$ cat src/rtl/seq_datapath_if.sv
// Command/result bus between the CPU controller and seq_datapath.
// The controller drives the command fields; the datapath returns handshake, result and flags.
interface seq_datapath_if #(
    parameter int unsigned W    = 16,
    parameter int unsigned NREG = 8,
    parameter int unsigned PC_W = 8
);
    localparam int unsigned AW = $clog2(NREG);

    logic          cmd_valid;
    logic          cmd_ready;
    logic [AW-1:0] cmd_rn;
    logic [AW-1:0] cmd_rm;
    logic [AW-1:0] cmd_rd;
    logic [1:0]    cmd_shift;
    logic          cmd_sel_a;
    logic          cmd_sel_b;
    logic [1:0]    cmd_alu_op;
    logic          cmd_status_en;
    logic          cmd_wr;
    logic [1:0]    cmd_wb_sel;
    logic [W-1:0]  imm5;
    logic [W-1:0]  imm8;
    logic [PC_W-1:0] pc;
    logic [W-1:0]  mdata;
    logic          done;
    logic [W-1:0]  datapath_out;
    logic          Z_out;
    logic          N_out;
    logic          V_out;

    modport master (
        output cmd_valid, cmd_rn, cmd_rm, cmd_rd, cmd_shift, cmd_sel_a, cmd_sel_b,
               cmd_alu_op, cmd_status_en, cmd_wr, cmd_wb_sel, imm5, imm8, pc, mdata,
        input  cmd_ready, done, datapath_out, Z_out, N_out, V_out
    );

    modport slave (
        input  cmd_valid, cmd_rn, cmd_rm, cmd_rd, cmd_shift, cmd_sel_a, cmd_sel_b,
               cmd_alu_op, cmd_status_en, cmd_wr, cmd_wb_sel, imm5, imm8, pc, mdata,
        output cmd_ready, done, datapath_out, Z_out, N_out, V_out
    );
endinterface

$ cat src/rtl/seq_datapath.sv
// Self-sequencing register/shift/ALU datapath: one command per handshake,
// walked through read A, read B, execute and writeback by an internal FSM.
module seq_datapath #(
    parameter int unsigned W    = 16,
    parameter int unsigned NREG = 8,
    parameter int unsigned PC_W = 8
) (
    input  logic          clk,
    input  logic          rst_n,
    seq_datapath_if.slave bus
);
    localparam int unsigned AW = $clog2(NREG);

    localparam logic [2:0] IDLE = 3'd0;
    localparam logic [2:0] RD_A = 3'd1;
    localparam logic [2:0] RD_B = 3'd2;
    localparam logic [2:0] EXEC = 3'd3;
    localparam logic [2:0] WB   = 3'd4;

    localparam logic [1:0] OP_ADD = 2'b00;
    localparam logic [1:0] OP_SUB = 2'b01;
    localparam logic [1:0] OP_AND = 2'b10;

    logic [2:0] state_q;
    logic [2:0] state_d;
    logic       accept;

    // Command fields captured at acceptance
    logic [AW-1:0]   rn_q;
    logic [AW-1:0]   rm_q;
    logic [AW-1:0]   rd_q;
    logic [1:0]      shift_q;
    logic            sel_a_q;
    logic            sel_b_q;
    logic [1:0]      alu_op_q;
    logic            status_en_q;
    logic            wr_q;
    logic [1:0]      wb_sel_q;
    logic [W-1:0]    imm5_q;
    logic [W-1:0]    imm8_q;
    logic [PC_W-1:0] pc_q;
    logic [W-1:0]    mdata_q;

    logic [W-1:0] regs [NREG];
    logic [W-1:0] a_q;
    logic [W-1:0] b_q;
    logic [W-1:0] c_q;
    logic         z_q;
    logic         n_q;
    logic         v_q;
    logic         done_q;

    logic [W-1:0] shifted;
    logic [W-1:0] alu_a;
    logic [W-1:0] alu_b;
    logic [W-1:0] alu_res;
    logic         alu_v;
    logic [W-1:0] wb_val;

    assign bus.cmd_ready    = rst_n && (state_q == IDLE);
    assign accept           = bus.cmd_valid && bus.cmd_ready;
    assign bus.done         = done_q;
    assign bus.datapath_out = c_q;
    assign bus.Z_out        = z_q;
    assign bus.N_out        = n_q;
    assign bus.V_out        = v_q;

    always_ff @(posedge clk) begin
        if (!rst_n) state_q <= IDLE;
        else        state_q <= state_d;
    end

    // Fixed five-step walk once a command is taken
    always_comb begin
        state_d = state_q;
        case (state_q)
            IDLE:    if (accept) state_d = RD_A;
            RD_A:    state_d = RD_B;
            RD_B:    state_d = EXEC;
            EXEC:    state_d = WB;
            WB:      state_d = IDLE;
            default: state_d = IDLE;
        endcase
    end

    // Shifter, operand selects, ALU and signed-overflow detect
    always_comb begin
        shifted = b_q;
        case (shift_q)
            2'b01:   shifted = {b_q[W-2:0], 1'b0};
            2'b10:   shifted = {1'b0, b_q[W-1:1]};
            2'b11:   shifted = {b_q[W-1], b_q[W-1:1]};
            default: shifted = b_q;
        endcase

        alu_a = sel_a_q ? '0 : a_q;
        alu_b = sel_b_q ? imm5_q : shifted;

        alu_res = '0;
        alu_v   = 1'b0;
        case (alu_op_q)
            OP_ADD: begin
                alu_res = alu_a + alu_b;
                alu_v   = (alu_a[W-1] == alu_b[W-1]) && (alu_res[W-1] != alu_a[W-1]);
            end
            OP_SUB: begin
                alu_res = alu_a + (~alu_b) + W'(1);
                alu_v   = (alu_a[W-1] != alu_b[W-1]) && (alu_res[W-1] != alu_a[W-1]);
            end
            OP_AND:  alu_res = alu_a & alu_b;
            default: alu_res = ~alu_b;
        endcase

        wb_val = c_q;
        case (wb_sel_q)
            2'b01:   wb_val = W'(pc_q);
            2'b10:   wb_val = imm8_q;
            2'b11:   wb_val = mdata_q;
            default: wb_val = c_q;
        endcase
    end

    always_ff @(posedge clk) begin
        if (!rst_n) begin
            rn_q        <= '0;
            rm_q        <= '0;
            rd_q        <= '0;
            shift_q     <= '0;
            sel_a_q     <= 1'b0;
            sel_b_q     <= 1'b0;
            alu_op_q    <= '0;
            status_en_q <= 1'b0;
            wr_q        <= 1'b0;
            wb_sel_q    <= '0;
            imm5_q      <= '0;
            imm8_q      <= '0;
            pc_q        <= '0;
            mdata_q     <= '0;
            for (int i = 0; i < int'(NREG); i++) regs[i] <= '0;
            a_q    <= '0;
            b_q    <= '0;
            c_q    <= '0;
            z_q    <= 1'b0;
            n_q    <= 1'b0;
            v_q    <= 1'b0;
            done_q <= 1'b0;
        end else begin
            done_q <= (state_q == EXEC);
            if (accept) begin
                rn_q        <= bus.cmd_rn;
                rm_q        <= bus.cmd_rm;
                rd_q        <= bus.cmd_rd;
                shift_q     <= bus.cmd_shift;
                sel_a_q     <= bus.cmd_sel_a;
                sel_b_q     <= bus.cmd_sel_b;
                alu_op_q    <= bus.cmd_alu_op;
                status_en_q <= bus.cmd_status_en;
                wr_q        <= bus.cmd_wr;
                wb_sel_q    <= bus.cmd_wb_sel;
                imm5_q      <= bus.imm5;
                imm8_q      <= bus.imm8;
                pc_q        <= bus.pc;
                mdata_q     <= bus.mdata;
            end
            case (state_q)
                RD_A: a_q <= regs[rn_q];
                RD_B: b_q <= regs[rm_q];
                EXEC: begin
                    c_q <= alu_res;
                    if (status_en_q) begin
                        z_q <= (alu_res == '0);
                        n_q <= alu_res[W-1];
                        v_q <= alu_v;
                    end
                end
                WB: if (wr_q) regs[rd_q] <= wb_val;
                default: ;
            endcase
        end
    end
endmodule

$ cat src/flat_wrapper.sv
// flat-port wrapper written by rule: the top's interface ports become plain ports
module seq_datapath_flat 
#(
    parameter int unsigned W    = 16,
    parameter int unsigned NREG = 8,
    parameter int unsigned PC_W = 8
)
  (clk, rst_n, bus_cmd_valid, bus_cmd_rn, bus_cmd_rm, bus_cmd_rd, bus_cmd_shift, bus_cmd_sel_a, bus_cmd_sel_b, bus_cmd_alu_op, bus_cmd_status_en, bus_cmd_wr, bus_cmd_wb_sel, bus_imm5, bus_imm8, bus_pc, bus_mdata, bus_cmd_ready, bus_done, bus_datapath_out, bus_Z_out, bus_N_out, bus_V_out);
  seq_datapath_if #(.W(W), .NREG(NREG), .PC_W(PC_W)) bus_i ();
  input  logic clk;
  input  logic rst_n;
  input wire logic [$bits(bus_i.cmd_valid)-1:0] bus_cmd_valid;
  input wire logic [$bits(bus_i.cmd_rn)-1:0] bus_cmd_rn;
  input wire logic [$bits(bus_i.cmd_rm)-1:0] bus_cmd_rm;
  input wire logic [$bits(bus_i.cmd_rd)-1:0] bus_cmd_rd;
  input wire logic [$bits(bus_i.cmd_shift)-1:0] bus_cmd_shift;
  input wire logic [$bits(bus_i.cmd_sel_a)-1:0] bus_cmd_sel_a;
  input wire logic [$bits(bus_i.cmd_sel_b)-1:0] bus_cmd_sel_b;
  input wire logic [$bits(bus_i.cmd_alu_op)-1:0] bus_cmd_alu_op;
  input wire logic [$bits(bus_i.cmd_status_en)-1:0] bus_cmd_status_en;
  input wire logic [$bits(bus_i.cmd_wr)-1:0] bus_cmd_wr;
  input wire logic [$bits(bus_i.cmd_wb_sel)-1:0] bus_cmd_wb_sel;
  input wire logic [$bits(bus_i.imm5)-1:0] bus_imm5;
  input wire logic [$bits(bus_i.imm8)-1:0] bus_imm8;
  input wire logic [$bits(bus_i.pc)-1:0] bus_pc;
  input wire logic [$bits(bus_i.mdata)-1:0] bus_mdata;
  output wire logic [$bits(bus_i.cmd_ready)-1:0] bus_cmd_ready;
  output wire logic [$bits(bus_i.done)-1:0] bus_done;
  output wire logic [$bits(bus_i.datapath_out)-1:0] bus_datapath_out;
  output wire logic [$bits(bus_i.Z_out)-1:0] bus_Z_out;
  output wire logic [$bits(bus_i.N_out)-1:0] bus_N_out;
  output wire logic [$bits(bus_i.V_out)-1:0] bus_V_out;
  assign bus_i.cmd_valid = bus_cmd_valid;
  assign bus_i.cmd_rn = bus_cmd_rn;
  assign bus_i.cmd_rm = bus_cmd_rm;
  assign bus_i.cmd_rd = bus_cmd_rd;
  assign bus_i.cmd_shift = bus_cmd_shift;
  assign bus_i.cmd_sel_a = bus_cmd_sel_a;
  assign bus_i.cmd_sel_b = bus_cmd_sel_b;
  assign bus_i.cmd_alu_op = bus_cmd_alu_op;
  assign bus_i.cmd_status_en = bus_cmd_status_en;
  assign bus_i.cmd_wr = bus_cmd_wr;
  assign bus_i.cmd_wb_sel = bus_cmd_wb_sel;
  assign bus_i.imm5 = bus_imm5;
  assign bus_i.imm8 = bus_imm8;
  assign bus_i.pc = bus_pc;
  assign bus_i.mdata = bus_mdata;
  assign bus_cmd_ready = bus_i.cmd_ready;
  assign bus_done = bus_i.done;
  assign bus_datapath_out = bus_i.datapath_out;
  assign bus_Z_out = bus_i.Z_out;
  assign bus_N_out = bus_i.N_out;
  assign bus_V_out = bus_i.V_out;
  seq_datapath #(.W(W), .NREG(NREG), .PC_W(PC_W)) u_core (.clk(clk), .rst_n(rst_n), .bus(bus_i));
endmodule
$ cat config.mk
export PLATFORM = sky130hd
export DESIGN_NAME = seq_datapath_flat
export DESIGN_NICKNAME = d
export VERILOG_FILES = /design/src/rtl/seq_datapath_if.sv /design/src/rtl/seq_datapath.sv /design/src/flat_wrapper.sv
export SDC_FILE = /design/constraint.sdc
export NUM_CORES = 1
export LEC_CHECK = 0
export ABC_AREA = 1
export CAP_MARGIN = 20
export CORE_ASPECT_RATIO = 0.8
export CORE_MARGIN = 5
export CORE_UTILIZATION = 40
export DETAILED_ROUTE_END_ITERATION = 16
export HOLD_SLACK_MARGIN = 0.05
export MAX_ROUTING_LAYER = met4
export PLACE_DENSITY = 0.56
export RECOVER_POWER = 50
export SLEW_MARGIN = 20
export SYNTH_ARGS = -nofsm -noshare
export SYNTH_HDL_FRONTEND = slang
export SYNTH_SLANG_ARGS = --single-unit
$ cat constraint.sdc
create_clock -name clk -period 5.1 [get_ports clk]
set_input_delay 0.765 -clock clk [delete_from_list [all_inputs] [get_ports clk]]
set_output_delay 0.765 -clock clk [all_outputs]
set_load 0.03 [all_outputs]
==> out/qor.csv <==
metric,value,unit
final setup violation count,0,
initial antenna violation count,3,
Critical Path Sink,bus_cmd_ready,
Die Y,179,microns
Final TNS setup,0,ns
"EDFF count, synth",128,
most frequent cells in the layout,"nand2_1 (396), inv_1 (225), nor2_1 (223)",
Crit path arrival time,3.48,ns
drt pass-1 iters,5,
CTS root buffer,clkbuf_16,
Crit Path Class,input port to primary output,
IO Port Bufs,98,
Worst Path Max Fanout,42,
clock sinks,258,
post-cts resize count,0,
Total Power,5.67,mW
Top Ports,99,
status,finished clean,
Detail Route Antenna Nets,0,
Final Hold Viols,0,
Via density,5.47,
Site Rows,62,
Syn Inst Count,1916,
first-pass GRT wire length,76.8,mm
crit start category,input port,
Hold Path Class,register to register,
largest net degree at the start of global routing,113,
Area Overhead vs Synth,15.7,%
Worst-Skew Late Latency,0.57,ns
R2R depth,18,
PwrDens,341,nW/um^2
CTS tree,yes,
CTS Buf Count,29,
Die ar.,39800,sq um
H-Tree Level Count,1,
Final period util,0.832,
Slew @ Worst Pin,1.42,ns
post-synth net total,2028,
minimum clock period,4.24,ns
worst rel slew slack,0.0554,
gr ovfl total,0,
FF-to-FF Start,u_core.shift_q[1],
Synth area leaders,"edfxtp_1 (27%), dfxtp_1 (18%), nand2_1 (10%)",
Seq cells post-synth,258,
max_cap viols,0,
top-area cell type share of the netlist area,0.268,
CP startpoint,rst_n,
routability cong.,0.953,
reg2reg setup slack,1.29,ns
"Seq/Total Area, Yosys",0.449,
hold buffers post-CTS,0,
CP Capture Type,primary output,
Setup Buffers After CTS,0,
fin area,16600,sq um
clk slew on worst S/H paths,0.05,ns
vias,13490,
Fin Clk Skew,0.0202,ns
Post-synth ARST share,0,
core area,35700,sq um
Critical R2R Capture,u_core.bus.Z_out,
global-route usage over all layers,0.252,
Post-layout nets,2073,
fmax,236,MHz
hpwl dp,35.3,mm
initial DRC count,1278,
Mapped Avg Cell Area,7.49,sq um
Die W,222,microns
synthesized area,14400,sq um
Residual DRC,0,
Finished Core Util,0.466,
Ys Warns,0,
number of global-route vias before repair,12825,
hold slack,0.462,ns
"Distinct cells, synth",40,
CP required,4.34,ns
Initial Util,0.402,
Routed WL per cell,20.5,microns
leading area contributor after synthesis,edfxtp_1,
ys flop type,dfxtp_1,
Leakage,6.42,nW
worst vdd ir,248,uV
share of cells above drive strength 1,0.0454,
RSZ-0062 raised after global routing,false,
"most common cell after layout, fill and taps aside",nand2_1,
Longest Clk Path Bufs,3,
instance area at placement,15700,sq um
final slew viol count,0,
WL final,50.6,mm
state kept, by name (all words and copies together), names as in the netlist, 8 cells and up:
signal / count
u_core.b_q: 16
u_core.imm8_q: 16
u_core.imm5_q: 16
u_core.regs: 128
u_core.a_q: 16
u_core.mdata_q: 16
u_core.pc_q: 8
u_core.bus.datapath_out: 16
worst max-delay path: stages:
cell,delay [ns]
clkbuf_1,0.68
buf_4,0.45
clkinv_2,0.56
nor2_1,0.29
clkdlybuf4s50_1,0.70
Yosys cell counts (2+ instances only):
| cell type | instances |
|---|---|
| a21oi_1 | 150 |
| a21oi_2 | 3 |
| a221oi_1 | 9 |
| and2_1 | 4 |
| buf_1 | 12 |
| buf_2 | 17 |
| clkbuf_1 | 78 |
| clkinv_1 | 2 |
| dfxtp_1 | 130 |
| edfxtp_1 | 128 |
| fa_1 | 2 |
| ha_1 | 32 |
| inv_1 | 225 |
| inv_2 | 11 |
| nand2_1 | 396 |
| nand2_2 | 3 |
| nand3_1 | 139 |
| nand4_1 | 13 |
| nor2_1 | 223 |
| nor2_4 | 3 |
| nor3_1 | 2 |
| nor3_2 | 2 |
| o211ai_1 | 67 |
| o211ai_2 | 2 |
| o21ai_0 | 161 |
| o21ai_1 | 2 |
| o21bai_1 | 6 |
| o221ai_1 | 2 |
| o22ai_1 | 22 |
| o31ai_1 | 59 |
| xor2_1 | 2 |
report_power, final:
part / switching, mW / internal (mW)
sequential: 0.105 / 2.28
combinational: 0.824 / 0.387
clock: 0.864 / 1.21
metrics by stage:
stage | setup WS, ns | cells
6_report | 0.858 | 2466
3_5_place_dp | 1.29 | 2410
4_1_cts | 1.28 | 2463
2_1_floorplan | 2.51 | 1916
3_3_place_gp | 1.33 | 2410
5_1_grt | 0.656 | 2466
cell families (layout without fill, tap and decap cells):
kind of cell,Yosys count,after routing,share of synthesized area
AOI/OAI and AO/OA,486,486,0.200
xor gates and xnor gates,2,2,0.00122
adders and majority gates,34,34,0.0307
buffers and inverters,347,414,0.0930
DFF,258,258,0.449
other,0,3,0
and+or+nand+nor,789,789,0.226
layout make-up:
type	count	area, sq um
repair buffers	123	1140
fillers	3679	19100
clock inverters	7	76.3
well taps	480	601
clock buffers	46	862
multi-input cells	1311	6580
diodes	3	7.51
flip-flops and latches	258	6450
inverters	238	895
worst min-delay path by stage:
| stage | start | slack, ns | depth (start not counted) | endpoint |
|---|---|---|---|---|
| 6_report | u_core.bus.V_out | 0.46 | 2 | u_core.bus.V_out |
| 5_1_grt | u_core.a_q[5] | 0.48 | 2 | u_core.a_q[5] |
| 4_1_cts | u_core.a_q[11] | 0.46 | 2 | u_core.a_q[11] |
| 3_5_place_dp | u_core.a_q[11] | 0.46 | 2 | u_core.a_q[11] |
| 3_3_place_gp | u_core.a_q[12] | 0.46 | 2 | u_core.a_q[12] |
| 2_1_floorplan | u_core.a_q[10] | 0.45 | 2 | u_core.a_q[10] |
per-layer routing:
layer	routed length (microns)	GRT usage	up-vias
met5	0	-	-
met4	1290	0.0592	0
met3	4480	0.0479	81
met2	20800	0.354	551
met1	24000	0.374	6308
li1	-	-	6550
Note: power is estimated with default switching activity, not from simulation.
